<file path="src/rtl/reg_bus_pkg.sv">
// rtl/reg_bus_pkg.sv - shared types for the register bus master
package reg_bus_pkg;

  localparam int REG_DWIDTH = 8;
  localparam int REG_AWIDTH = 8;

  // Bus opcode; 2'b11 is reserved and never driven
  typedef enum logic [1:0] {
    NOP = 2'b00,
    RD  = 2'b01,
    WR  = 2'b10
  } reg_op_e;

  typedef enum logic [1:0] {
    ST_IDLE,
    ST_ISSUE,
    ST_WAIT,
    ST_RSP
  } state_e;

  // Request record at the default bus widths
  typedef struct packed {
    logic                  write;
    logic [REG_AWIDTH-1:0] addr;
    logic [REG_DWIDTH-1:0] wdata;
  } reg_req_t;

  function automatic reg_op_e op_for(input logic write);
    return write ? WR : RD;
  endfunction

endpackage

</file>
<file path="src/rtl/reg_bus_master_if.sv">
// rtl/reg_bus_master_if.sv - request, response and register bus signals
interface reg_bus_master_if #(
  parameter int DWIDTH = 8,
  parameter int AWIDTH = 8
);
  import reg_bus_pkg::*;

  logic              req_valid;
  logic              req_ready;
  logic              req_write;
  logic [AWIDTH-1:0] req_addr;
  logic [DWIDTH-1:0] req_wdata;
  logic              rsp_valid;
  logic              rsp_ready;
  logic              rsp_write;
  logic [DWIDTH-1:0] rsp_rdata;
  reg_op_e           reg_op;
  logic [AWIDTH-1:0] reg_addr;
  logic [DWIDTH-1:0] reg_wdata;
  logic [DWIDTH-1:0] reg_rdata;
  logic              busy;

  modport master (
    input  req_valid, req_write, req_addr, req_wdata, rsp_ready, reg_rdata,
    output req_ready, rsp_valid, rsp_write, rsp_rdata, reg_op, reg_addr, reg_wdata, busy
  );

  modport slave (
    output req_valid, req_write, req_addr, req_wdata, rsp_ready, reg_rdata,
    input  req_ready, rsp_valid, rsp_write, rsp_rdata, reg_op, reg_addr, reg_wdata, busy
  );

endinterface

</file>
<file path="src/rtl/reg_req_fifo.sv">
// rtl/reg_req_fifo.sv - request FIFO with head read-through and full/empty flags
module reg_req_fifo #(
  parameter int WIDTH = 17,
  parameter int DEPTH = 4
) (
  input  logic                   clk,
  input  logic                   rst,
  input  logic                   push_i,
  input  logic [WIDTH-1:0]       wdata_i,
  input  logic                   pop_i,
  output logic [WIDTH-1:0]       rdata_o,
  output logic                   full_o,
  output logic                   empty_o,
  output logic [$clog2(DEPTH):0] count_o
);
  localparam int AW = $clog2(DEPTH);

  logic [WIDTH-1:0] mem_q [DEPTH];
  logic [AW:0]      wr_ptr_q;
  logic [AW:0]      rd_ptr_q;
  logic             do_push;
  logic             do_pop;

  // Pointers carry one extra wrap bit so full and empty are distinguishable
  assign empty_o = (wr_ptr_q == rd_ptr_q);
  assign full_o  = (wr_ptr_q[AW] != rd_ptr_q[AW]) && (wr_ptr_q[AW-1:0] == rd_ptr_q[AW-1:0]);
  assign do_push = push_i && !full_o;
  assign do_pop  = pop_i && !empty_o;
  assign count_o = wr_ptr_q - rd_ptr_q;
  assign rdata_o = mem_q[rd_ptr_q[AW-1:0]];

  // Pointer update; reset discards all queued entries
  always_ff @(posedge clk or posedge rst) begin
    if (rst) begin
      wr_ptr_q <= '0;
      rd_ptr_q <= '0;
    end else begin
      if (do_push) wr_ptr_q <= wr_ptr_q + 1'b1;
      if (do_pop)  rd_ptr_q <= rd_ptr_q + 1'b1;
    end
  end

  // Storage needs no reset; only entries between the pointers are ever read
  always_ff @(posedge clk) begin
    if (do_push) mem_q[wr_ptr_q[AW-1:0]] <= wdata_i;
  end

endmodule

</file>
<file path="src/rtl/reg_bus_master.sv">
// rtl/reg_bus_master.sv - queues requests and issues them one at a time on the register bus
module reg_bus_master
  import reg_bus_pkg::*;
#(
  parameter int DWIDTH     = REG_DWIDTH,
  parameter int AWIDTH     = REG_AWIDTH,
  parameter int DEPTH      = 4,
  parameter int RD_LATENCY = 1
) (
  input logic              clk,
  input logic              rst,
  reg_bus_master_if.master bus
);
  localparam int REQ_W = 1 + AWIDTH + DWIDTH;
  localparam int CW    = $clog2(DEPTH) + 1;

  logic              fifo_full, fifo_empty, fifo_push, fifo_pop;
  logic [REQ_W-1:0]  fifo_wdata, fifo_rdata;
  logic [CW-1:0]     fifo_count, fifo_count_d;
  logic              head_write;
  logic [AWIDTH-1:0] head_addr;
  logic [DWIDTH-1:0] head_wdata;

  state_e            state_q;
  reg_op_e           op_q;
  logic [AWIDTH-1:0] addr_q;
  logic [DWIDTH-1:0] wdata_q;
  logic              wr_q;
  logic [2:0]        cnt_q;
  logic              rsp_valid_q, rsp_write_q;
  logic [DWIDTH-1:0] rsp_rdata_q;
  logic              busy_q, busy_d;

  // Ready is held low while reset is asserted, independent of the flag state
  assign bus.req_ready = !fifo_full && !rst;
  assign fifo_push     = bus.req_valid && bus.req_ready;
  assign fifo_pop      = (state_q == ST_IDLE) && !fifo_empty;
  assign fifo_wdata    = {bus.req_write, bus.req_addr, bus.req_wdata};
  assign head_write    = fifo_rdata[REQ_W-1];
  assign head_addr     = fifo_rdata[DWIDTH +: AWIDTH];
  assign head_wdata    = fifo_rdata[DWIDTH-1:0];

  reg_req_fifo #(.WIDTH(REQ_W), .DEPTH(DEPTH)) u_fifo (
    .clk     (clk),
    .rst     (rst),
    .push_i  (fifo_push),
    .wdata_i (fifo_wdata),
    .pop_i   (fifo_pop),
    .rdata_o (fifo_rdata),
    .full_o  (fifo_full),
    .empty_o (fifo_empty),
    .count_o (fifo_count)
  );

  // busy reflects the queue and FSM as they will be after the coming edge
  always_comb begin
    fifo_count_d = fifo_count + CW'(fifo_push) - CW'(fifo_pop);
    busy_d       = (fifo_count_d != '0);
    case (state_q)
      ST_IDLE:           busy_d = busy_d || !fifo_empty;
      ST_ISSUE, ST_WAIT: busy_d = 1'b1;
      ST_RSP:            busy_d = busy_d || !bus.rsp_ready;
      default:           busy_d = busy_d;
    endcase
  end

  // Transaction FSM: pop, single-cycle strobe, read wait, hold response until taken
  always_ff @(posedge clk or posedge rst) begin
    if (rst) begin
      state_q     <= ST_IDLE;
      op_q        <= NOP;
      addr_q      <= '0;
      wdata_q     <= '0;
      wr_q        <= 1'b0;
      cnt_q       <= '0;
      rsp_valid_q <= 1'b0;
      rsp_write_q <= 1'b0;
      rsp_rdata_q <= '0;
      busy_q      <= 1'b0;
    end else begin
      busy_q <= busy_d;
      case (state_q)
        ST_IDLE: begin
          if (!fifo_empty) begin
            op_q    <= op_for(head_write);
            addr_q  <= head_addr;
            wdata_q <= head_wdata;
            wr_q    <= head_write;
            state_q <= ST_ISSUE;
          end
        end
        ST_ISSUE: begin
          op_q <= NOP;
          if (wr_q) begin
            rsp_valid_q <= 1'b1;
            rsp_write_q <= 1'b1;
            rsp_rdata_q <= '0;
            state_q     <= ST_RSP;
          end else begin
            cnt_q   <= 3'(RD_LATENCY);
            state_q <= ST_WAIT;
          end
        end
        ST_WAIT: begin
          if (cnt_q == 3'd1) begin
            rsp_rdata_q <= bus.reg_rdata;
            rsp_write_q <= 1'b0;
            rsp_valid_q <= 1'b1;
            state_q     <= ST_RSP;
          end else begin
            cnt_q <= cnt_q - 3'd1;
          end
        end
        ST_RSP: begin
          if (bus.rsp_ready) begin
            rsp_valid_q <= 1'b0;
            state_q     <= ST_IDLE;
          end
        end
        default: state_q <= ST_IDLE;
      endcase
    end
  end

  assign bus.reg_op    = op_q;
  assign bus.reg_addr  = addr_q;
  assign bus.reg_wdata = wdata_q;
  assign bus.rsp_valid = rsp_valid_q;
  assign bus.rsp_write = rsp_write_q;
  assign bus.rsp_rdata = rsp_rdata_q;
  assign bus.busy      = busy_q;

endmodule

</file>
<file path="src/flat_wrapper.sv">
// flat-port wrapper written by rule: the top's interface ports become plain ports
module reg_bus_master_flat import reg_bus_pkg::*;
#(
  parameter int DWIDTH     = REG_DWIDTH,
  parameter int AWIDTH     = REG_AWIDTH,
  parameter int DEPTH      = 4,
  parameter int RD_LATENCY = 1
)
  (clk, rst, bus_req_valid, bus_req_write, bus_req_addr, bus_req_wdata, bus_rsp_ready, bus_reg_rdata, bus_req_ready, bus_rsp_valid, bus_rsp_write, bus_rsp_rdata, bus_reg_op, bus_reg_addr, bus_reg_wdata, bus_busy);
  reg_bus_master_if #(.DWIDTH(DWIDTH), .AWIDTH(AWIDTH)) bus_i ();
  input logic clk;
  input logic rst;
  input wire logic [$bits(bus_i.req_valid)-1:0] bus_req_valid;
  input wire logic [$bits(bus_i.req_write)-1:0] bus_req_write;
  input wire logic [$bits(bus_i.req_addr)-1:0] bus_req_addr;
  input wire logic [$bits(bus_i.req_wdata)-1:0] bus_req_wdata;
  input wire logic [$bits(bus_i.rsp_ready)-1:0] bus_rsp_ready;
  input wire logic [$bits(bus_i.reg_rdata)-1:0] bus_reg_rdata;
  output wire logic [$bits(bus_i.req_ready)-1:0] bus_req_ready;
  output wire logic [$bits(bus_i.rsp_valid)-1:0] bus_rsp_valid;
  output wire logic [$bits(bus_i.rsp_write)-1:0] bus_rsp_write;
  output wire logic [$bits(bus_i.rsp_rdata)-1:0] bus_rsp_rdata;
  output wire logic [$bits(bus_i.reg_op)-1:0] bus_reg_op;
  output wire logic [$bits(bus_i.reg_addr)-1:0] bus_reg_addr;
  output wire logic [$bits(bus_i.reg_wdata)-1:0] bus_reg_wdata;
  output wire logic [$bits(bus_i.busy)-1:0] bus_busy;
  assign bus_i.req_valid = bus_req_valid;
  assign bus_i.req_write = bus_req_write;
  assign bus_i.req_addr = bus_req_addr;
  assign bus_i.req_wdata = bus_req_wdata;
  assign bus_i.rsp_ready = bus_rsp_ready;
  assign bus_i.reg_rdata = bus_reg_rdata;
  assign bus_req_ready = bus_i.req_ready;
  assign bus_rsp_valid = bus_i.rsp_valid;
  assign bus_rsp_write = bus_i.rsp_write;
  assign bus_rsp_rdata = bus_i.rsp_rdata;
  assign bus_reg_op = bus_i.reg_op;
  assign bus_reg_addr = bus_i.reg_addr;
  assign bus_reg_wdata = bus_i.reg_wdata;
  assign bus_busy = bus_i.busy;
  reg_bus_master #(.DWIDTH(DWIDTH), .AWIDTH(AWIDTH), .DEPTH(DEPTH), .RD_LATENCY(RD_LATENCY)) u_core (.clk(clk), .rst(rst), .bus(bus_i));
endmodule
</file>
<file path="config.mk">
export PLATFORM = sky130hd
export DESIGN_NAME = reg_bus_master_flat
export DESIGN_NICKNAME = d
export VERILOG_FILES = /design/src/rtl/reg_bus_pkg.sv /design/src/rtl/reg_bus_master_if.sv /design/src/rtl/reg_req_fifo.sv /design/src/rtl/reg_bus_master.sv /design/src/flat_wrapper.sv
export SDC_FILE = /design/constraint.sdc
export NUM_CORES = 1
export LEC_CHECK = 0
export ABC_CLOCK_PERIOD_IN_PS = 3100
export BUFFER_PORTS_ARGS = -buffer_cell sky130_fd_sc_hd__buf_2
export CAP_MARGIN = 10
export CORE_MARGIN = 8
export CORE_UTILIZATION = 52
export CTS_BUF_LIST = sky130_fd_sc_hd__clkbuf_16
export CTS_CLUSTER_DIAMETER = 50
export DETAILED_ROUTE_END_ITERATION = 8
export PLACE_DENSITY = 0.74
export SYNTH_ARGS = -nofsm -noshare
export SYNTH_HDL_FRONTEND = slang
export SYNTH_HIERARCHICAL = 1
export SYNTH_SLANG_ARGS = --single-unit
</file>
<file path="constraint.sdc">
create_clock -name clk -period 3.1 [get_ports clk]
set_clock_uncertainty 0.05 [all_clocks]
set_input_delay 0.155 -clock clk [delete_from_list [all_inputs] [get_ports clk]]
set_output_delay 0.155 -clock clk [all_outputs]
set_load 0.005 [all_outputs]
</file>
Word level (Yosys, flattened, before mapping):

Memories as Yosys holds them, arrays and structs flattened.
Index checks and enable logic that the tools add are counted.

* bits in registers: 41
* bits in latches: 0
* memory bits (writable): 68
* memory bits (read-only): 0
* memories kept: 1

Memories
* u_core.u_fifo.mem_q: words 4, width 17, rd ports 1, clocked after Yosys merged registers in 0, write ports 1, line reg_req_fifo.sv:18 `logic [WIDTH-1:0] mem_q [DEPTH];`

* $add $sub $neg: 6
* $mul: 0
* divide/modulo/power cells: 0
* order comparisons: 0
* equal/unequal tests: 13
* shifts and indexed selects: 0
* mux-type cells: 23
* bitwise logic cells: 1
* reductions and logical operators: 24

Operators with widths (count)
* 8-bit 2-to-1 mux: 2
* 8-bit case mux with 2 select lines: 1
* 2-bit 2-to-1 mux: 5
* 3-bit AND reduction: 3
* 2-bit inequality test, second input constant: 4
* 2-bit case mux with 4 select lines: 1
* 1-bit 2-to-1 mux: 7
* 3-bit by 1-bit adder with 3-bit output, second input constant: 2
* 1-bit logical AND: 6
* 3-bit 2-to-1 mux: 2
* 1-bit case mux with 3 select lines: 2
* 3-bit case mux with 2 select lines: 1
* 3-bit nonzero test: 2
* 2-bit == test, second input constant: 2
* 1-bit zero test: 4
* 2-bit by 1-bit inequality test with 1-bit output, second input constant: 2
* 2-bit case mux with 2 select lines: 1
* 2-bit AND reduction: 2
* 4-bit AND reduction: 1
* 2-bit nonzero test: 2
* 3-bit by 1-bit adder with 3-bit output: 1
* 3-bit by 1-bit == test with 1-bit output, second input constant: 1
* 3-bit == test: 1
* 3-bit by 1-bit subtractor with 3-bit output: 1
* other kinds (10): 11

Depth between registers and ports, before layout:

* depth in word-level cells: 10
* depth in mapped cells: 14
* depth with buffers taken out: 11

Modules after synthesis:

Netlist, hierarchy kept.

Modules (own cells, without submodules)
* reg_req_fifo: instances 1, cells an instance 135, area each 2919.0 µm², seq. area each 2192.1 µm²
* reg_bus_master: instances 1, cells an instance 155, area each 1809.2 µm², seq. area each 875.8 µm²

Least setup slack after synthesis:

No wires, ideal clock.

* path kind: register -> register
* start point: register u_core.u_fifo.rd_ptr_q[1]
* end point: register u_core.busy_q, in the netlist u_core/bus.busy
* arrival time: 3.093 ns
* data required time: 2.921 ns
* path slack: -0.172 ns
* cell stages (with the launch flop): 15
* path buffers: 3
* clock period less this slack: 3.272 ns
* path through: dfrtp_1 buf_2 buf_2 inv_1 ha_1 nand2_1 nor2_1 nor2_4 buf_4 ha_1 inv_1 ha_1 fa_1 nor4_1 nand2_1

* elaborated cells on any way between the ends: 15
* classes of those cells: 3 x add/sub; 2 x eq/ne; 1 x mux; 9 x reduce/logical

RTL lines
* start: declaration: line reg_req_fifo.sv:20 `logic [AW:0] rd_ptr_q;`
* start signal: assignment: line reg_req_fifo.sv:39 `if (do_pop) rd_ptr_q <= rd_ptr_q + 1'b1;`
* 3-bit == test *: line reg_req_fifo.sv:25 `assign empty_o = (wr_ptr_q == rd_ptr_q);`
* via u_core.fifo_empty: line reg_bus_master.sv:17 `logic fifo_full, fifo_empty, fifo_push, fifo_pop;`
* 1-bit zero test *: line reg_bus_master.sv:37 `assign fifo_pop = (state_q == ST_IDLE) && !fifo_empty;`
* 1-bit logical AND *: line reg_bus_master.sv:37
* via u_core.fifo_pop: line reg_bus_master.sv:17
* 3-bit by 1-bit subtractor with 3-bit output *: line reg_bus_master.sv:57 `fifo_count_d = fifo_count + CW'(fifo_push) - CW'(fifo_pop);`
* 3-bit nonzero test *: line reg_bus_master.sv:58 `busy_d = (fifo_count_d != '0);`
* 1-bit logical OR (on tied branches): line reg_bus_master.sv:62, reg_bus_master.sv:60
* 1-bit case mux with 3 select lines *: line reg_bus_master.sv:59 `case (state_q)`
* via u_core.busy_d: line reg_bus_master.sv:32 `logic busy_q, busy_d;`
* end signal: assignment: line reg_bus_master.sv:81 `busy_q <= busy_d;`
* end: declaration: line reg_bus_master.sv:32

The timed path passes the listed nets; every way through them passes the cells marked *.
A chain may end at the register's enable or synchronous reset.

Final worst setup path:

* start point: register u_core.u_fifo.wr_ptr_q[0]
* end point: register u_core.busy_q, in the netlist u_core/bus.busy

* elaborated cells on any way between the ends: 15
* classes of those cells: 3 x add/sub; 2 x eq/ne; 1 x mux; 9 x reduce/logical

RTL lines
* start: declaration: line reg_req_fifo.sv:19 `logic [AW:0] wr_ptr_q;`
* start signal: assignment: line reg_req_fifo.sv:38 `if (do_push) wr_ptr_q <= wr_ptr_q + 1'b1;`
* 3-bit == test *: line reg_req_fifo.sv:25
* via u_core.fifo_empty: line reg_bus_master.sv:17
* 1-bit zero test *: line reg_bus_master.sv:37, reg_bus_master.sv:60
* 1-bit logical AND: line reg_bus_master.sv:37
* 3-bit by 1-bit subtractor with 3-bit output: line reg_bus_master.sv:57
* 3-bit nonzero test: line reg_bus_master.sv:58
* 1-bit logical OR (on tied branches): line reg_bus_master.sv:62, reg_bus_master.sv:60
* 1-bit case mux with 3 select lines *: line reg_bus_master.sv:59
* via u_core.busy_d: line reg_bus_master.sv:32

Marks and branches as above.

==> impl_results.md <==
* Root Driver: clkbuf_16
* Yosys Warn Count at 6
* Critical path fanouts, max at 6
* Clock latency on the worst-skew pair at 0.34 ns
* RR Endpoint: u_core/bus.busy$_DFF_PP0_
* Syn_nets at 337
* Initial antenna violation count at 0
* Die area at 12400 sq um
* Area Overhead vs Synth at 19.6%
* Num CTS Buffers at 9
* RePlAce Congestion at 0.781
* DRT iter0 DRCs at 155
* Max-cap violations at 0
* Critical Path RT at 3.27 ns
* Port Buffer Count at 58
* 1st-pass router iterations at 4
* Least-Margin Pin Slew at 0.775 ns
* Die W at 111 um
* Max_slew headroom at 0.483
* Yosys reg bits at 109
* Fill count at 652
* Vias per inst at 5.34
* Detailed Place HPWL at 5670 um
* Static leakage at 2.30 nW
* DRT Wirelength at 8610 um
* Number of diodes at 0
* Syn_area_per_cell at 16.3 sq um
* Hold depth at 3
* Nets at 425
* Global-route usage over all layers at 0.144
* Crit path capture type: flop
* Worst setup SP type: flop
* Die height at 111 um
* CTS resizes at 0
* Post-Synthesis Cells at 290
* GRT overflow at 0
* Synth cell types at 49
* Worst r2r src: u_core/u_fifo/wr_ptr_q[0]$_DFFE_PP0P_
* Drc violations at 0
* Max Slew Vio Count at 0
* Async set-or-reset flop fraction in the synthesized netlist at 0.376
* Core Rows at 34
* Max VDD drop at 0.000433 V
* Crit Path Class: reg -> reg
* R2R depth at 11
* Share of layout cells above drive strength 1 at 0.347
* Top Metal Used: met4
* Synth Flop Type: edfxtp_1
* HP Class: in -> reg
* DRT met1 WL at 3710 um
* Largest net degree at the start of global routing at 28
* Vias in the first global route at 2871
* Tcrit/Tclk final at 0.856
* Power per cell area at 953 nW/um^2
* Total number of vias at 2623
* Metal2 WL at 4360 um
* Routed length per instance at 17.5 um
* Hold Path End: u_core/bus.rsp_rdata[2]$_DFFE_PP0P_
* Post-Syn Area at 4730 sq um
* Sequential share of the synthesized area at 0.649
* Final hold vios at 0
* Outcome: finished, final reports clean
* Core area at 8760 sq um
* Min-delay src: bus_reg_rdata[2]
* Setup slack, reg-to-reg at 0.45 ns
* Antenna Nets Post-Route at 0
* Tmin final at 2.65 ns
* Worst EP arrival at 2.83 ns
* Total negative slack at 0 ns
* Multi-input combinational cell area at 1480 sq um
* Initial Util at 0.540
* First-pass GRT wire length at 14400 um
* CTS tree: yes
* Final setup fails at 0
* Top Ports at 59
* Sequential cell area at 3070 sq um
* CTS sink cnt at 109
* RSZ-0062 raised after global routing: false
* Total power of the final layout at 0.00539 W
* Post-synth EDFFs at 68
* CTS Buffer Depth at 2
* Metal3 WL at 397 um
* Fmax at 0.377 GHz
* H-tree depth at 3
* Clock-pin slew on the worst setup and hold paths at 0.08 ns
[cell usage in the layout, fill, tap and decap left out, types with 10 or more instances in the layout]
cell,netlist,layout
edfxtp_1,68,68
buf_2,3,58
dfrtp_1,41,41
inv_1,30,30
dlygate4sd3_1,0,19
nand2_1,19,18
mux2_2,17,17
mux4_2,17,17
ha_1,16,16
mux2i_1,10,10
[cell usage after synthesis (2+ instances only)]
cell type,count,share of area
a2111oi_2,2,0.0064
a211oi_2,2,0.0053
and2_1,3,0.0040
and3_1,4,0.0053
buf_2,3,0.0032
buf_4,2,0.0032
buf_6,4,0.0095
dfrtp_1,41,0.22
edfxtp_1,68,0.43
fa_1,2,0.0085
ha_1,16,0.042
inv_1,30,0.024
mux2_1,2,0.0048
mux2_2,17,0.040
mux2_4,2,0.0064
mux2i_1,10,0.021
mux4_2,17,0.081
nand2_1,19,0.015
nand2b_1,2,0.0026
nor2_1,5,0.0040
nor2b_1,2,0.0026
o21ai_0,5,0.0053
o22ai_1,2,0.0026
xnor2_1,5,0.0093
[state kept, by name, summed over array words and instances (netlist names), 2 cells and up]
| name | count |
|---|---|
| u_core/u_fifo/mem_q | 68 |
| u_core/bus.reg_addr | 8 |
| u_core/bus.reg_wdata | 8 |
| u_core/bus.rsp_rdata | 8 |
| u_core/cnt_q | 3 |
| u_core/u_fifo/rd_ptr_q | 3 |
| u_core/u_fifo/wr_ptr_q | 3 |
| u_core/bus.reg_op | 2 |
| u_core/state_q | 2 |
[worst max-delay path: stages (launching register included)]
cell     delay (ns)
dfrtp_1        0.41
inv_1          0.10
ha_1           0.36
nand2_2        0.13
nor2_4         0.18
nor2_4         0.05
ha_1           0.27
inv_1          0.04
ha_1           0.18
fa_1           0.43
nor4_1         0.28
nand2_1        0.07
[what timing repair did]
action                                 4_1_cts  5_1_grt
endpoints found under the hold margin       75        0
buffers inserted                             0        0
hold buffers                                19        0
[through the flow]
stage	instances	cell area, sq um	setup WS, ns	hold slack (ns)	utilization
after floorplan	290	4740	0.0215	-0.104	-
after global placement	455	5150	0.520	0.0564	0.588
after detailed placement	455	5150	0.416	0.0616	0.588
after CTS	490	5640	0.419	0.00376	0.644
after global routing	491	5660	0.293	0.0171	0.645
final	491	5660	0.447	0.0179	0.645
[cell type report]
cell class / instances / area share
well taps: 108 / 0.0239
flip-flops and latches: 109 / 0.542
clock inverters: 7 / 0.0131
repair buffers: 87 / 0.0995
multi-input cells: 140 / 0.261
clock buffers: 9 / 0.0398
inverters: 31 / 0.0206
[layer usage]
layer  track usage  vias to the layer above
met5             0                        -
met4        0.0533                        0
met3        0.0360                       12
met2         0.251                       67
met1         0.166                     1306
li1              -                     1238
[power breakdown]
| part | total, W | leakage, nW | internal (W) | switching, W |
|---|---|---|---|---|
| combinational | 0.00217 | 1.04 | 0.00109 | 0.00108 |
| clock | 0.00112 | 0.147 | 0.000572 | 0.000548 |
| sequential | 0.00210 | 1.11 | 0.00192 | 0.000183 |
[cells by family after synthesis]
| family | synth area share |
|---|---|
| AO/OA/AOI/OAI | 0.0423 |
| AND/OR/NAND/NOR | 0.0503 |
| buffers and inverters | 0.0413 |
| flip-flops | 0.649 |
| multiplexers | 0.154 |
| adder cells (fa/ha/maj) | 0.0508 |
| XOR/XNOR | 0.0127 |
[how the worst max path moves through the flow]
stage / start / end / depth (start not counted)
after floorplan: u_core/u_fifo/rd_ptr_q[1]$_DFFE_PP0P_ / u_core/bus.busy$_DFF_PP0_ / 14
after global placement: u_core/u_fifo/wr_ptr_q[0]$_DFFE_PP0P_ / u_core/bus.busy$_DFF_PP0_ / 11
after detailed placement: u_core/u_fifo/wr_ptr_q[0]$_DFFE_PP0P_ / u_core/bus.busy$_DFF_PP0_ / 11
after CTS: u_core/u_fifo/wr_ptr_q[0]$_DFFE_PP0P_ / u_core/bus.busy$_DFF_PP0_ / 11
after global routing: u_core/u_fifo/wr_ptr_q[0]$_DFFE_PP0P_ / u_core/bus.busy$_DFF_PP0_ / 11
final: u_core/u_fifo/wr_ptr_q[0]$_DFFE_PP0P_ / u_core/bus.busy$_DFF_PP0_ / 11
No activity file was read; power rests on OpenSTA's default activity.
